**src/rtl/ma_pkg.sv**
```systemverilog
// Shared types for the memory-access stage.
// State enum, size codes and the latched request bundle.
package ma_pkg;
  localparam int XLEN = 64;

  typedef enum logic [1:0] {
    IDLE  = 2'd0,
    REQ   = 2'd1,
    WAIT  = 2'd2,
    DRAIN = 2'd3
  } state_t;

  typedef enum logic [1:0] {
    SZ_B = 2'd0,
    SZ_H = 2'd1,
    SZ_W = 2'd2,
    SZ_D = 2'd3
  } size_t;

  typedef struct packed {
    logic [XLEN-1:0] addr;
    logic [XLEN-1:0] data;
    size_t           size;
    logic            uns;
    logic            we;
    logic [XLEN-1:0] pc;
    logic [4:0]      rd;
  } req_t;

  function automatic logic misaligned(
    input size_t      sz,
    input logic [2:0] a
  );
    logic m;
    m = 1'b0;
    unique case (sz)
      SZ_B: m = 1'b0;
      SZ_H: m = a[0];
      SZ_W: m = |a[1:0];
      SZ_D: m = |a[2:0];
    endcase
    return m;
  endfunction
endpackage

```
**src/rtl/ma_lane.sv**
```systemverilog
// Byte-lane steering: store strobes/replication
// and load extraction with sign/zero extension.
module ma_lane
  import ma_pkg::*;
(
  input  logic [2:0]      addr_lo,
  input  size_t           size,
  input  logic            uns,
  input  logic [XLEN-1:0] data,
  input  logic [XLEN-1:0] rdata,
  output logic [7:0]      wstrb,
  output logic [XLEN-1:0] wdata,
  output logic [XLEN-1:0] ldata
);
  logic [XLEN-1:0] sh;

  assign sh = rdata >> {addr_lo, 3'b000};

  always_comb begin
    wstrb = 8'h00;
    wdata = '0;
    ldata = '0;
    unique case (size)
      SZ_B: begin
        wstrb = 8'h01 << addr_lo;
        wdata = {8{data[7:0]}};
        ldata = uns ? {56'b0, sh[7:0]}
                    : {{56{sh[7]}}, sh[7:0]};
      end
      SZ_H: begin
        wstrb = 8'h03 << addr_lo;
        wdata = {4{data[15:0]}};
        ldata = uns ? {48'b0, sh[15:0]}
                    : {{48{sh[15]}}, sh[15:0]};
      end
      SZ_W: begin
        wstrb = 8'h0F << addr_lo;
        wdata = {2{data[31:0]}};
        ldata = uns ? {32'b0, sh[31:0]}
                    : {{32{sh[31]}}, sh[31:0]};
      end
      SZ_D: begin
        wstrb = 8'hFF;
        wdata = data;
        ldata = sh;
      end
    endcase
  end
endmodule

```
**src/rtl/mem_access.sv**
```systemverilog
// Memory-access stage: single-outstanding bus
// master with flush draining and misalign traps.
module mem_access
  import ma_pkg::*;
(
  input  logic            clk,
  input  logic            rst,
  input  logic            clear,
  input  logic            in_valid,
  input  logic [XLEN-1:0] pc_in,
  input  logic [4:0]      rd_in,
  input  logic [XLEN-1:0] result_in,
  input  logic [XLEN-1:0] data2_in,
  input  logic            ld_op,
  input  logic            st_op,
  input  logic [1:0]      size,
  input  logic            uns,
  output logic            stall_req,
  output logic            bus_req_valid,
  input  logic            bus_req_ready,
  output logic [XLEN-1:0] bus_addr,
  output logic            bus_we,
  output logic [XLEN-1:0] bus_wdata,
  output logic [7:0]      bus_wstrb,
  input  logic            bus_rsp_valid,
  input  logic [XLEN-1:0] bus_rdata,
  output logic            misalign_en,
  output logic [XLEN-1:0] misalign_addr,
  output logic            valid_out,
  output logic [XLEN-1:0] pc_out,
  output logic [4:0]      rd_out,
  output logic [XLEN-1:0] data_out
);
  state_t state, state_n;
  req_t   r;

  logic            live;
  logic            is_mem;
  logic            mis;
  logic            issue;
  logic            trap;
  logic            alu;
  logic            done;
  logic [XLEN-1:0] ldata;

  assign live   = (state == IDLE) && in_valid && !clear;
  assign is_mem = ld_op || st_op;
  assign mis    = misaligned(size_t'(size), result_in[2:0]);
  assign issue  = live && is_mem && !mis;
  assign trap   = live && is_mem && mis;
  assign alu    = live && !is_mem;
  assign done   = (state == WAIT) && bus_rsp_valid && !clear;

  assign bus_addr = {r.addr[XLEN-1:3], 3'b000};
  assign bus_we   = r.we;

  ma_lane u_lane (
    .addr_lo (r.addr[2:0]),
    .size    (r.size),
    .uns     (r.uns),
    .data    (r.data),
    .rdata   (bus_rdata),
    .wstrb   (bus_wstrb),
    .wdata   (bus_wdata),
    .ldata   (ldata)
  );

  always_ff @(posedge clk) begin
    if (rst) state <= IDLE;
    else     state <= state_n;
  end

  always_comb begin
    state_n       = state;
    stall_req     = 1'b0;
    bus_req_valid = 1'b0;
    unique case (state)
      IDLE: begin
        if (issue) begin
          state_n   = REQ;
          stall_req = 1'b1;
        end
      end
      REQ: begin
        bus_req_valid = 1'b1;
        stall_req     = 1'b1;
        if (clear)
          state_n = bus_req_ready ? DRAIN : IDLE;
        else if (bus_req_ready)
          state_n = WAIT;
      end
      WAIT: begin
        // A response racing the flush retires the slot directly.
        stall_req = !bus_rsp_valid;
        if (bus_rsp_valid) state_n = IDLE;
        else if (clear)    state_n = DRAIN;
      end
      DRAIN: begin
        stall_req = 1'b1;
        if (bus_rsp_valid) state_n = IDLE;
      end
    endcase
  end

  always_ff @(posedge clk) begin
    if (rst) begin
      r             <= '0;
      misalign_en   <= 1'b0;
      misalign_addr <= '0;
      valid_out     <= 1'b0;
      pc_out        <= '0;
      rd_out        <= '0;
      data_out      <= '0;
    end else begin
      misalign_en <= trap;
      if (trap) misalign_addr <= result_in;
      if (issue) begin
        r.addr <= result_in;
        r.data <= data2_in;
        r.size <= size_t'(size);
        r.uns  <= uns;
        r.we   <= st_op;
        r.pc   <= pc_in;
        r.rd   <= rd_in;
      end
      valid_out <= alu || done;
      if (alu) begin
        pc_out   <= pc_in;
        rd_out   <= rd_in;
        data_out <= result_in;
      end else if (done) begin
        pc_out   <= r.pc;
        rd_out   <= r.we ? 5'd0 : r.rd;
        data_out <= r.we ? '0 : ldata;
      end else begin
        rd_out <= 5'd0;
      end
    end
  end
endmodule

```
**config.mk**
```make
export PLATFORM = sky130hd
export DESIGN_NAME = mem_access
export DESIGN_NICKNAME = d
export VERILOG_FILES = /design/src/rtl/ma_pkg.sv /design/src/rtl/ma_lane.sv /design/src/rtl/mem_access.sv
export SDC_FILE = /design/constraint.sdc
export NUM_CORES = 1
export LEC_CHECK = 0
export CAP_MARGIN = 20
export CELL_PAD_IN_SITES_DETAIL_PLACEMENT = 0
export CELL_PAD_IN_SITES_GLOBAL_PLACEMENT = 1
export CORE_MARGIN = 1
export CORE_UTILIZATION = 33
export CTS_BUF_LIST = sky130_fd_sc_hd__clkbuf_4 sky130_fd_sc_hd__clkbuf_8 sky130_fd_sc_hd__clkbuf_16
export DETAILED_ROUTE_END_ITERATION = 10
export GPL_ROUTABILITY_DRIVEN = 0
export GPL_TIMING_DRIVEN = 0
export PLACE_DENSITY = 0.92
export SYNTH_ARGS = -nofsm -noshare
export SYNTH_HDL_FRONTEND = slang
export SYNTH_SLANG_ARGS = --single-unit
```
**constraint.sdc**
```tcl
create_clock -name clk -period 3.04 [get_ports clk]
set_clock_uncertainty 0.1 [all_clocks]
set_input_delay 0.608 -clock clk [delete_from_list [all_inputs] [get_ports clk]]
set_output_delay 0.608 -clock clk [all_outputs]
set_load 0.03 [all_outputs]
```
==> results.py <==
metrics = {
    "cts": {
        "clock-root-buffer": "clkbuf_16",
        "clk_pin_slew_ns": 0.06,
        "clock-sinks": 402,
        "cts_tree": "done",
        "cts_inserted_buffers": 47,
        "hold_buffers": 0,
        "clkLatencyLatePin_ns": 0.61,
        "htree_levels": 2,
        "clk_path_buf_depth": 3,
    },
    "worst_setup_path": {
        "worstPathRequired_ns": 2.33,
        "crit_path_start_kind": "register",
        "crit_type": "register to output pin",
        "slowest_stage": "or3_4",
        "critical_path_buf_inv_count": 3,
        "path_delay_family": "simple AND/OR/NAND/NOR gates",
        "crit_path_end_kind": "output pin",
        "crit_chain": "inv_4, ha_4, buf_8, or3_4, a22o_1, buf_6",
        "cpPeakStageDelay_ns": 0.45,
        "cp_max_fo": 8,
        "arrival_ns": 2.28,
    },
    "floorplan": {
        "start_util": 0.336,
        "placement_rows": 86,
        "core-area_um2": 55400,
        "pin_count": 610,
        "die_w_um": 239,
        "die_h_um": 239,
        "dieArea_um2": 57300,
    },
    "route": {
        "drt-pass1-iter-count": 6,
        "vias": 20500,
        "ant_nets": 0,
        "viasPerCell": 5.28,
        "avgRoutedWirePerCell_um": 23.1,
        "routed_wl_um": 89800,
        "drc_errors": 0,
        "dr.first_iter.drc_count": 1842,
    },
    "power_and_ir_drop": {
        "power_density_nw_per_um2": 492,
        "vdd_drop_max_mv": 0.404,
        "power.leakage_nw": 10.2,
    },
    "sta": {
        "fin_hold_ws_ns": 0.353,
        "hold_viol_final": 0,
        "slew_violations": 0,
        "max-slew-margin-rel": 0.245,
        "fin_crit_ns": 2.99,
        "rsz0062_at_grt": "yes",
        "finalSetupViolCount": 0,
        "tightest_slew_ns": 1.13,
        "period_share": 0.984,
        "fmax_mhz": 334,
    },
    "job": {
        "max-cap-violations": 0,
    },
    "final_layout": {
        "final_common_cell": "nand2_1",
        "nNetsFinal": 3376,
        "final_cell_mix": "nand2_1, clkdlybuf4s50_1, dfxtp_1",
        "fill_cells": 5424,
        "utilization": 0.499,
        "syn2layout_area_growth_pct": 48.6,
        "layout-drive-gt1-share": 0.125,
    },
    "status": {
        "status": "finished clean",
    },
    "yosys": {
        "synthCells": 2431,
        "yosysSeqAreaShare": 0.433,
        "ys_async_sr_fraction": 0,
        "synth_edf_count": 0,
        "syn_area_um2": 18600,
        "synth_seq_cells": 402,
        "yosys_most_used_dff": "dfxtp_1",
        "syn_avg_cell_area_um2": 7.65,
        "synth_cell_type_count": 55,
        "yosysWarnings": 0,
    },
    "min_path": {
        "hp-class": "register to register",
    },
    "global_route": {
        "grt_pass1_wl_um": 129000,
        "antenna_found_initial": 15,
        "grt_pass1_vias": 19500,
        "grt_start_max_net_pins": 20,
        "grt_use_total": 0.303,
        "overflow": 0,
    },
    "place": {
        "dp_hpwl_um": 69600,
        "port_buffers": 605,
    },
}
cell type report:
cell class	count	area [um2]	area share
clock inverter	16	201	0.00729
inverter	24	111	0.00403
multi-input combinational	1725	9190	0.332
clock buffer	66	1390	0.0502
tap	748	936	0.0339
antenna	8	20.0	0.000724
sequential	402	8060	0.291
timing repair buffer	624	6060	0.219
buffer	275	1680	0.0608
flip-flops by register name, summed over array words and instances, names as in the netlist:
register and flops:
misalign_en 1, pc_out 64, data_out 64, state 2
r 139, bus_addr 61, rd_out 5, misalign_addr 64
bus_we 1, valid_out 1
synthesized netlist by cell type, types with 6 or more instances:
library cell / n / area [um2]
o31ai_1: 36 / 270
buf_4: 76 / 571
mux2i_1: 46 / 460
dfxtp_1: 402 / 8050
nand2_1: 792 / 2970
a221oi_1: 11 / 96.3
nor2_1: 94 / 353
o221ai_1: 11 / 96.3
a222oi_1: 17 / 170
and3_1: 20 / 125
mux2_2: 20 / 225
buf_2: 44 / 220
o2bb2ai_1: 11 / 96.3
buf_6: 14 / 158
clkbuf_1: 144 / 541
a22o_1: 27 / 236
inv_1: 22 / 82.6
o22ai_1: 7 / 43.8
mux4_2: 10 / 225
a21oi_1: 365 / 1830
and2_1: 25 / 156
a311oi_1: 64 / 561
o21ai_0: 63 / 315
a31oi_1: 6 / 37.5
a22oi_1: 16 / 120
nand3_1: 26 / 130
nor3_1: 10 / 50.1
per-stage QoR:
| step | std cells | total power, W | setup TNS [ns] | setup WS [ns] | area (um2) |
|---|---|---|---|---|---|
| 2_1_floorplan | 2433 | 0.00665 | 0 | 0.211 | 18600 |
| 3_3_place_gp | 3786 | 0.00778 | -249.19 | -1.35 | 25600 |
| 3_5_place_dp | 3791 | 0.00780 | -214.03 | -1.41 | 25700 |
| 4_1_cts | 3878 | 0.0137 | -0.566 | -0.0673 | 27600 |
| 5_1_grt | 3886 | 0.0140 | -0.168 | -0.0445 | 27600 |
| 6_report | 3888 | 0.0136 | 0 | 0.0478 | 27600 |
timing repair:
action	in CTS	in global routing
buffers inserted	8	5
endpoints found under the setup margin	164	84
cloned	1	0
gates resized for setup	412	65
pin swaps	11	7
report_power, final:
group | internal (W) | switching [W] | total [W]
sequential | 0.00545 | 0.000116 | 0.00556
clock | 0.00345 | 0.00241 | 0.00586
combinational | 0.000906 | 0.00126 | 0.00217
total | 0.00980 | 0.00379 | 0.0136
kinds of logic after synthesis:
family | after synthesis | share of synthesized area
compound gates | 648 | 0.215
xor+xnor | 1 | 0.000471
fa+ha+maj | 5 | 0.00336
buf+inv | 306 | 0.0857
flops | 402 | 0.433
mux | 76 | 0.0490
other cells | 1 | 0.000202
simple gates | 992 | 0.214
tightest hold or removal path: stages, from the launching register on:
cell     delay, ns
dfxtp_1       0.31
nand2_1       0.05
a21oi_1       0.05
path summary, 6_finish.rpt:
check / slack (ns) / cells after the start / to / startpoint
setup / recovery: 0.05 / 6 / bus_wdata[35] / r[72]
hold / removal: 0.35 / 2 / misalign_addr[28] / misalign_addr[28]
setup reg to reg: 0.07 / 8 / data_out[23] / r[138]
hold reg to reg: 0.35 / 2 / misalign_addr[28] / misalign_addr[28]
routing by layer:
metal | global-route usage | share of wire
met4 | 0.126 | 0.045
met1 | 0.362 | 0.39
met2 | 0.508 | 0.47
met5 | 0 | 0.00089
met3 | 0.0862 | 0.096
Note: power is estimated with default switching activity, not from simulation.
